File: src/rtl/divider32.sv
`default_nettype none
// +----------------------------------------------------------------------------+
// | Module      : divider32                                                    |
// | Description : Multi-cycle restoring divider (one quotient bit per clock).  |
// |               Define DIV_SIGNED_EN for two's-complement operands.          |
// | Revision    : 1.0  initial release                                         |
// +----------------------------------------------------------------------------+
module divider32 #(
    parameter int width = 32
) (
    input  logic             clk,
    input  logic             rst,
    input  logic             start,
    input  logic [width-1:0] A,
    input  logic [width-1:0] B,
    output logic [width-1:0] Q,
    output logic [width-1:0] R,
    output logic             busy,
    output logic             done,
    output logic             DZ,
    output logic             O
);

    localparam int               c_CW     = (width > 1) ? $clog2(width) : 1;
    localparam logic [1:0]       c_IDLE   = 2'd0;
    localparam logic [1:0]       c_CALC   = 2'd1;
    localparam logic [1:0]       c_DONE   = 2'd2;
    localparam logic [width-1:0] c_MINNEG = {1'b1, {(width-1){1'b0}}};

    logic [1:0]       r_state;
    logic [1:0]       w_state_nxt;
    logic [c_CW-1:0]  r_cnt;
    logic [width-1:0] r_rem;
    logic [width-1:0] r_dvd;
    logic [width-1:0] r_dvs;
    logic             r_qneg;
    logic             r_rneg;
    logic             r_ovf;
    logic [width-1:0] r_q;
    logic [width-1:0] r_r;
    logic             r_busy;
    logic             r_done;
    logic             r_dz;
    logic             r_o;

    logic             w_accept;
    logic             w_dz;
    logic             w_a_neg;
    logic             w_b_neg;
    logic             w_ovf;
    logic [width-1:0] w_a_mag;
    logic [width-1:0] w_b_mag;
    logic [width:0]   w_shift;
    logic [width:0]   w_sub;
    logic             w_geq;
    logic [width-1:0] w_rem_nxt;
    logic [width-1:0] w_dvd_nxt;
    logic [width-1:0] w_q_fix;
    logic [width-1:0] w_r_fix;

    assign w_accept = (r_state == c_IDLE) && start;
    assign w_dz     = (B == '0);

    always_comb begin
        w_state_nxt = r_state;
        case (r_state)
            c_IDLE:  if (start) w_state_nxt = w_dz ? c_DONE : c_CALC;
            c_CALC:  if (r_cnt == '0) w_state_nxt = c_DONE;
            c_DONE:  w_state_nxt = c_IDLE;
            default: w_state_nxt = c_IDLE;
        endcase
    end

    always_ff @(posedge clk or posedge rst) begin
        if (rst) r_state <= c_IDLE;
        else     r_state <= w_state_nxt;
    end

    // Operands are reduced to magnitudes up front so the core stays unsigned.
    always_comb begin
`ifdef DIV_SIGNED_EN
        w_a_neg = A[width-1];
        w_b_neg = B[width-1];
        w_a_mag = w_a_neg ? -A : A;
        w_b_mag = w_b_neg ? -B : B;
        w_ovf   = (A == c_MINNEG) && (B == '1);
`else
        w_a_neg = 1'b0;
        w_b_neg = 1'b0;
        w_a_mag = A;
        w_b_mag = B;
        w_ovf   = 1'b0;
`endif
    end

    // Bit 'width' of the subtraction is the borrow: shift < 2*divisor always holds.
    always_comb begin
        w_shift   = {r_rem, r_dvd[width-1]};
        w_sub     = w_shift - {1'b0, r_dvs};
        w_geq     = ~w_sub[width];
        w_rem_nxt = w_geq ? w_sub[width-1:0] : w_shift[width-1:0];
        w_dvd_nxt = {r_dvd[width-2:0], w_geq};
        w_q_fix   = r_qneg ? -w_dvd_nxt : w_dvd_nxt;
        w_r_fix   = r_rneg ? -w_rem_nxt : w_rem_nxt;
    end

    always_ff @(posedge clk or posedge rst) begin
        if (rst) begin
            r_cnt  <= '0;
            r_rem  <= '0;
            r_dvd  <= '0;
            r_dvs  <= '0;
            r_qneg <= 1'b0;
            r_rneg <= 1'b0;
            r_ovf  <= 1'b0;
            r_q    <= '0;
            r_r    <= '0;
            r_busy <= 1'b0;
            r_done <= 1'b0;
            r_dz   <= 1'b0;
            r_o    <= 1'b0;
        end else begin
            r_busy <= (w_state_nxt != c_IDLE);
            r_done <= (w_state_nxt == c_DONE);
            if (w_accept) begin
                r_rem  <= '0;
                r_dvd  <= w_a_mag;
                r_dvs  <= w_b_mag;
                r_cnt  <= c_CW'(width - 1);
                r_qneg <= w_a_neg ^ w_b_neg;
                r_rneg <= w_a_neg;
                r_ovf  <= w_ovf;
                if (w_dz) begin
                    r_q  <= '1;
                    r_r  <= A;
                    r_dz <= 1'b1;
                    r_o  <= 1'b0;
                end
            end else if (r_state == c_CALC) begin
                r_rem <= w_rem_nxt;
                r_dvd <= w_dvd_nxt;
                if (r_cnt == '0) begin
                    r_q  <= w_q_fix;
                    r_r  <= w_r_fix;
                    r_dz <= 1'b0;
                    r_o  <= r_ovf;
                end else begin
                    r_cnt <= r_cnt - c_CW'(1);
                end
            end
        end
    end

    assign Q    = r_q;
    assign R    = r_r;
    assign busy = r_busy;
    assign done = r_done;
    assign DZ   = r_dz;
    assign O    = r_o;

endmodule
`default_nettype wire

File: config.mk
export PLATFORM = sky130hd
export DESIGN_NAME = divider32
export DESIGN_NICKNAME = d
export VERILOG_FILES = /design/src/rtl/divider32.sv
export SDC_FILE = /design/constraint.sdc
export NUM_CORES = 1
export LEC_CHECK = 0
export CORE_MARGIN = 4
export CORE_UTILIZATION = 50
export CTS_BUF_LIST = sky130_fd_sc_hd__clkbuf_8
export DETAILED_ROUTE_END_ITERATION = 10
export MAX_ROUTING_LAYER = met4
export PLACE_DENSITY = 0.78
export SLEW_MARGIN = 25
export SYNTH_ARGS = -nofsm -noshare
export SYNTH_HDL_FRONTEND = slang
export SYNTH_SLANG_ARGS = --single-unit
File: constraint.sdc
create_clock -name clk -period 5 [get_ports clk]
set_input_delay 0.75 -clock clk [delete_from_list [all_inputs] [get_ports clk]]
set_output_delay 0.75 -clock clk [all_outputs]
set_load 0.05 [all_outputs]
==> results of run 1 <==
==> area by class of cell <==
cell class / instances / area (sq um) / area share (%)
Sequential cell: 170 / 4250 / 39.7
Clock buffer: 20 / 275 / 2.57
Timing Repair Buffer: 140 / 1410 / 13.1
Clock inverter: 12 / 111 / 1.04
Tap cell: 225 / 282 / 2.63
Inverter: 45 / 174 / 1.62
Multi-Input combinational cell: 713 / 4220 / 39.3
==> per-layer routing <==
metal	vias up	global-route usage (%)	share of wire, %
met5	-	-	0
met4	0	4.49	1.0
met3	23	4.41	7.6
met2	305	35.0	44
met1	3692	35.5	47
li1	3703	-	-
==> metrics by stage <==
| step | area, sq um | instances |
|---|---|---|
| global route | 10700 | 1325 |
| global placement | 10300 | 1293 |
| CTS | 10700 | 1325 |
| floorplan | 8880 | 993 |
| detailed placement | 10300 | 1293 |
| finish | 10700 | 1325 |
==> where the power goes <==
part | switching [mW] | total [mW] | leakage, nW | internal, mW
Sequential | 0.347 | 2.23 | 1.91 | 1.89
Combinational | 3.08 | 4.73 | 2.36 | 1.65
Clock | 0.522 | 0.961 | 0.198 | 0.439
Total | 3.95 | 7.93 | 4.47 | 3.98
==> worst paths after layout <==
path                           start         to  cells after the start
max in group asynchronous        rst  r_dvs[25]                      3
setup / recovery           r_dvd[31]      R[27]                     12
hold / removal              r_dvs[0]   r_dvs[0]                      2
setup reg to reg           r_dvd[31]      R[27]                     12
min in group asynchronous        rst      Q[10]                      3
hold reg to reg             r_dvs[0]   r_dvs[0]                      2
==> sequential cells by signal, indices dropped and copies added, names as in the netlist <==
| register | flops |
|---|---|
| busy | 1 |
| DZ | 1 |
| r_state | 2 |
| done | 1 |
| Q | 32 |
| r_dvs | 32 |
| r_cnt | 5 |
| R | 32 |
| r_dvd | 32 |
| r_rem | 32 |
==> worst register-to-register path, stage by stage (launching register included) <==
cell	delay [ps]
dfrtp_1	400
inv_1	60
ha_1	150
inv_1	50
fa_1	420
a211o_1	310
a211oi_2	290
o31ai_1	170
a21bo_2	270
a2111oi_4	380
or3_1	690
mux2i_1	220
a221oi_1	360
==> cells by family (layout without fill, tap and decap cells) <==
kind of cell    after synthesis  in the layout  synth area share (%)
compound gates              295            295                  21.7
buf+inv                     110            217                  5.00
fa+ha+maj                    34             34                  4.88
other cells                   1              1                0.0422
flops                       170            170                  47.9
mux                           6              6                 0.677
simple gates                348            348                  17.0
xor+xnor                     29             29                  2.86
==> placed cells by master (no fill, tap or decap), types with 6 or more instances in the layout <==
cell type,instances
nor3_1,25
clkbuf_8,20
o21ai_0,69
nand2_1,153
a21o_1,13
nand3_1,13
a21oi_1,46
a31oi_1,82
inv_1,44
nand4_1,9
o211ai_1,7
nor2_1,102
nor4_1,8
ha_1,33
o21ai_1,8
o22a_1,31
xor2_1,24
clkdlybuf4s50_1,133
dfrtp_1,170
and3_1,9
mux2i_1,6
o31ai_1,6
==> impl_metrics.py, run 1 <==
metrics = {
    "route": {
        "drtAntennaViolNets": 0,
        "dr.pass1.iters": 5,
        "vias": 7723,
        "first_iter_violations": 841,
        "wirelength_um": 23000,
        "wire_per_inst_um": 17.3,
        "viasPerCell": 5.83,
        "drc": 0,
    },
    "yosys": {
        "synth-edff-count": 0,
        "synth_top_area_cell": "dfrtp_1",
        "syn_area_per_cell_sq_um": 8.94,
        "synth_most_common_cell": "dfrtp_1",
        "yosys_warnings": 0,
        "ys_top_cells_by_area": "dfrtp_1 48%, nand2_1 6.5%, a31oi_1 5.8%",
        "netlist-cell-type-count": 55,
        "synth_ff_type": "dfrtp_1",
        "synth_top_area_share_pct": 47.9,
        "ys_seq_elements": 170,
        "syn_inst": 993,
        "yosysSeqAreaShare_pct": 47.9,
        "synth_area_sq_mm": 0.00888,
        "synth_nets": 1094,
        "ys_async_sr_fraction_pct": 100,
        "synthTopCellsByCount": "170 x dfrtp_1, 154 x nand2_1, 103 x nor2_1",
    },
    "power_and_ir_drop": {
        "leakage_nw": 4.47,
        "peakVddDrop_uv": 301,
        "power_density_mw_per_mm2": 739,
        "power_mw": 7.93,
    },
    "critical_path": {
        "crit_chain": "inv_1, ha_1, inv_1, fa_1, a211o_1, a211oi_2, o31ai_1, a21bo_2, a2111oi_4, or3_1, mux2i_1, a221oi_1",
        "startpoint_type": "flop",
        "worstPathArrival_ps": 4240,
        "slowest_stage": "or3_1",
        "required_ps": 5350,
        "path_class": "flop to flop",
        "path_max_fanout": 15,
        "worst_path_most_repeated_cell": "inv_1",
        "slowest_delay_ps": 690,
        "critPathTopFamily": "compound AO/OA/AOI/OAI gates",
        "r2r_slack_ps": 1110,
        "end_kind": "flop",
        "crit_buf_inv": 2,
    },
    "final_layout": {
        "fill_cells": 1512,
        "syn_to_final_growth_pct": 20.8,
        "fin_nets": 1188,
        "postLayoutCoreUtil_pct": 61.8,
        "diodes": 0,
        "layout-drive-gt1-share_pct": 5.36,
    },
    "timing": {
        "fin_crit_ps": 3890,
        "fmax_mhz": 257,
        "setup_viol": 0,
        "finClkSkew_ps": 12.4,
        "finalCritPeriodShare_pct": 77.8,
        "finalHoldViolations": 0,
        "tightest_slew_ps": 908,
        "maxSlewHeadroom_pct": 37.9,
        "fin_ws_ps": 1110,
        "fin_setup_tns_ps": 0,
        "rsz0062_at_grt": "false",
        "whs_ps": 504,
        "drv_slew": 0,
    },
    "placement": {
        "pre_cts_ws_ps": 1170,
        "dp_hpwl_um": 16500,
        "portBuffers": 133,
        "gp_congestion": 0.973,
    },
    "clocking": {
        "post_cts_buffers": 0,
        "root_buffer": "clkbuf_8",
        "numClockSinks": 170,
        "hold_buffers": 0,
        "clkTransAtPathRegs_ps": 90,
        "cts_tree": "done",
        "cts_buffer_depth": 2,
        "cts_made_buffers": 17,
        "htreeDepth": 4,
        "clkLatencyLatePin_ps": 460,
        "cts.repair.resized": 0,
    },
    "die": {
        "fp.dieW_um": 141,
        "die_h_um": 141,
        "start_util_pct": 51.1,
        "dieArea_sq_mm": 0.0200,
        "core_area_sq_mm": 0.0174,
        "ios": 135,
        "rows": 48,
    },
    "grt": {
        "grt_pass1_vias": 7223,
        "grt_pass1_wl_um": 37500,
        "grt_util_all_layers_pct": 24.0,
        "grt_max_degree": 171,
        "antenna_found_initial": 0,
        "grt_overflow": 0,
    },
    "outcome": {
        "status": "completed",
    },
    "job": {
        "maxCapViolations": 0,
    },
    "worst_hold_path": {
        "min_path_type": "flop to flop",
    },
}
No activity file was read; power rests on OpenSTA's default activity.
==> inputs of run 2 (changes only) <==
PLACE_DENSITY = 0.75   (was 0.78)
clock period = 3.8 ns   (was 5 ns; I/O delays follow)
==> impl_metrics.py, run 2 (synthesized netlist as in run 1, its figures left out) <==
metrics = {
    "outcome": {
        "status": "completed",
    },
    "timing": {
        "fmax_mhz": 281,
        "tightest_slew_ps": 891,
        "finalCritPeriodShare_pct": 93.6,
        "maxSlewHeadroom_pct": 40.6,
        "whs_ps": 501,
        "fin_crit_ps": 3560,
        "fin_ws_ps": 245,
        "fin_setup_tns_ps": 0,
        "drv_slew": 0,
        "finalHoldViolations": 0,
        "finClkSkew_ps": 11.6,
        "setup_viol": 0,
        "rsz0062_at_grt": "false",
    },
    "die": {
        "die_h_um": 141,
        "ios": 135,
        "rows": 48,
        "dieArea_sq_mm": 0.0200,
        "start_util_pct": 51.1,
        "core_area_sq_mm": 0.0174,
        "fp.dieW_um": 141,
    },
    "grt": {
        "gr-usage-met3_pct": 3.15,
        "grt_pass1_wl_um": 37600,
        "grt_pass1_vias": 7078,
        "met1_usage_pct": 37.3,
        "grt_util_all_layers_pct": 24.2,
        "busiest_layer": "met1",
        "antenna_found_initial": 0,
        "grt_max_degree": 171,
        "gr-usage-met2_pct": 34.1,
        "grt_overflow": 0,
    },
    "final_layout": {
        "syn_to_final_growth_pct": 21.8,
        "fin_cells": 1331,
        "fin_nets": 1195,
        "fin_area_sq_mm": 0.0108,
        "layout-drive-gt1-share_pct": 5.88,
        "mostFrequentLayoutCell": "dfrtp_1",
        "layout_common_cells": "170 x dfrtp_1, 154 x nand2_1, 133 x clkdlybuf4s50_1",
        "diodes": 0,
    },
    "critical_path": {
        "crit_buf_inv": 3,
        "slowest_delay_ps": 410,
        "r2r_slack_ps": 240,
        "reg2regPathDepth": 14,
        "worst_path_most_repeated_cell": "inv_1",
        "required_ps": 4110,
        "critPathTopFamily": "compound AO/OA/AOI/OAI gates",
        "end_kind": "flop",
        "startpoint_type": "flop",
        "path_class": "flop to flop",
        "worstPathArrival_ps": 3870,
        "slowest_stage": "dfrtp_1",
        "timing.rr.start": "r_dvd[31]",
        "crit_chain": "inv_1, ha_1, inv_1, fa_1, a211o_1, a211oi_2, o31ai_1, a21bo_2, a2111oi_4, nor3_4, buf_4, and3_1, a41oi_1, o21ai_0",
        "path_max_fanout": 12,
        "r2r-end": "r_rem[24]",
    },
    "placement": {
        "place_inst": 1300,
        "dp_hpwl_um": 16800,
        "portBuffers": 133,
        "gp_congestion": 0.930,
        "dpl_cell_area_sq_mm": 0.0104,
        "pre_cts_ws_ps": 200,
    },
    "clocking": {
        "root_buffer": "clkbuf_8",
        "cts_tree": "done",
        "hold_buffers": 0,
        "clkLatencyLatePin_ps": 460,
        "clkTransAtPathRegs_ps": 90,
        "cts.repair.resized": 0,
        "numClockSinks": 170,
        "post_cts_buffers": 0,
        "htreeDepth": 4,
        "cts_made_buffers": 17,
        "cts_buffer_depth": 2,
    },
    "route": {
        "viasPerCell": 5.77,
        "wirelength_um": 23400,
        "drc": 0,
        "drtAntennaViolNets": 0,
        "first_iter_violations": 749,
        "vias": 7685,
        "dr.pass1.iters": 5,
        "wire_per_inst_um": 17.6,
    },
    "worst_hold_path": {
        "min_to": "r_dvs[0]",
        "min-delay-start": "r_dvs[0]",
        "whs_path_depth": 2,
        "min_path_type": "flop to flop",
    },
    "power_and_ir_drop": {
        "peakVddDrop_uv": 551,
        "power_density_mw_per_mm2": 976,
        "leakage_nw": 4.50,
    },
    "job": {
        "maxCapViolations": 0,
    },
}
[run 2: cell count changes in the layout (fill, tap and decap cells not counted), moves of 2 or more]
cell,previous run,this run
clkinvlp_4,3,5
clkbuf_8,20,17
buf_4,5,10
inv_6,5,3
buf_12,2,4
clkinv_2,3,0
[run 2: routing by layer]
metal,part of all wire [%],vias to the layer above
met2,43,246
met5,0,-
met4,1.2,0
met3,6.5,18
li1,-,3717
met1,49,3704
[run 2: worst max-delay path by stage]
stage               from         to  slack [ps]  cells past startpoint
3_3_place_gp   r_dvd[31]      R[18]         310                     13
5_1_grt        r_dvd[31]  r_rem[19]          30                     14
4_1_cts        r_dvd[31]      R[18]         170                     13
2_1_floorplan  r_dvd[31]       R[1]         670                     14
3_5_place_dp   r_dvd[31]      R[18]         200                     13
6_report       r_dvd[31]  r_rem[24]         240                     14
[run 2: layout make-up]
type / instances / area [sq um]
fill: 1505 / 6540
sequential: 170 / 4250
multi-input combinational: 713 / 4220
timing repair buffer: 147 / 1490
tap: 225 / 282
clock buffer: 17 / 234
inverter: 45 / 173
clock inverter: 14 / 165
[run 2: report_power, final]
| part | switching, mW | internal (mW) | total, mW |
|---|---|---|---|
| clock | 0.703 | 0.595 | 1.30 |
| combinational | 4.03 | 2.28 | 6.30 |
| sequential | 0.469 | 2.48 | 2.95 |
| total | 5.20 | 5.35 | 10.6 |
[run 2: per-stage QoR]
stage          util, %  power [mW]
4_1_cts           62.3        10.5
6_report          62.3        10.6
3_3_place_gp      60.0        9.09
5_1_grt           62.3        11.3
2_1_floorplan        -        7.47
3_5_place_dp      60.0        9.21
[run 2: worst reg2reg max path, cell delays in order (launching register included)]
cell       delay, ps
dfrtp_1          410
inv_1             60
ha_1             150
inv_1             50
fa_1             410
a211o_1          300
a211oi_2         300
o31ai_1          180
a21bo_2          270
a2111oi_4        390
nor3_4           160
buf_4            180
and3_1           170
a41oi_1          260
o21ai_0          130
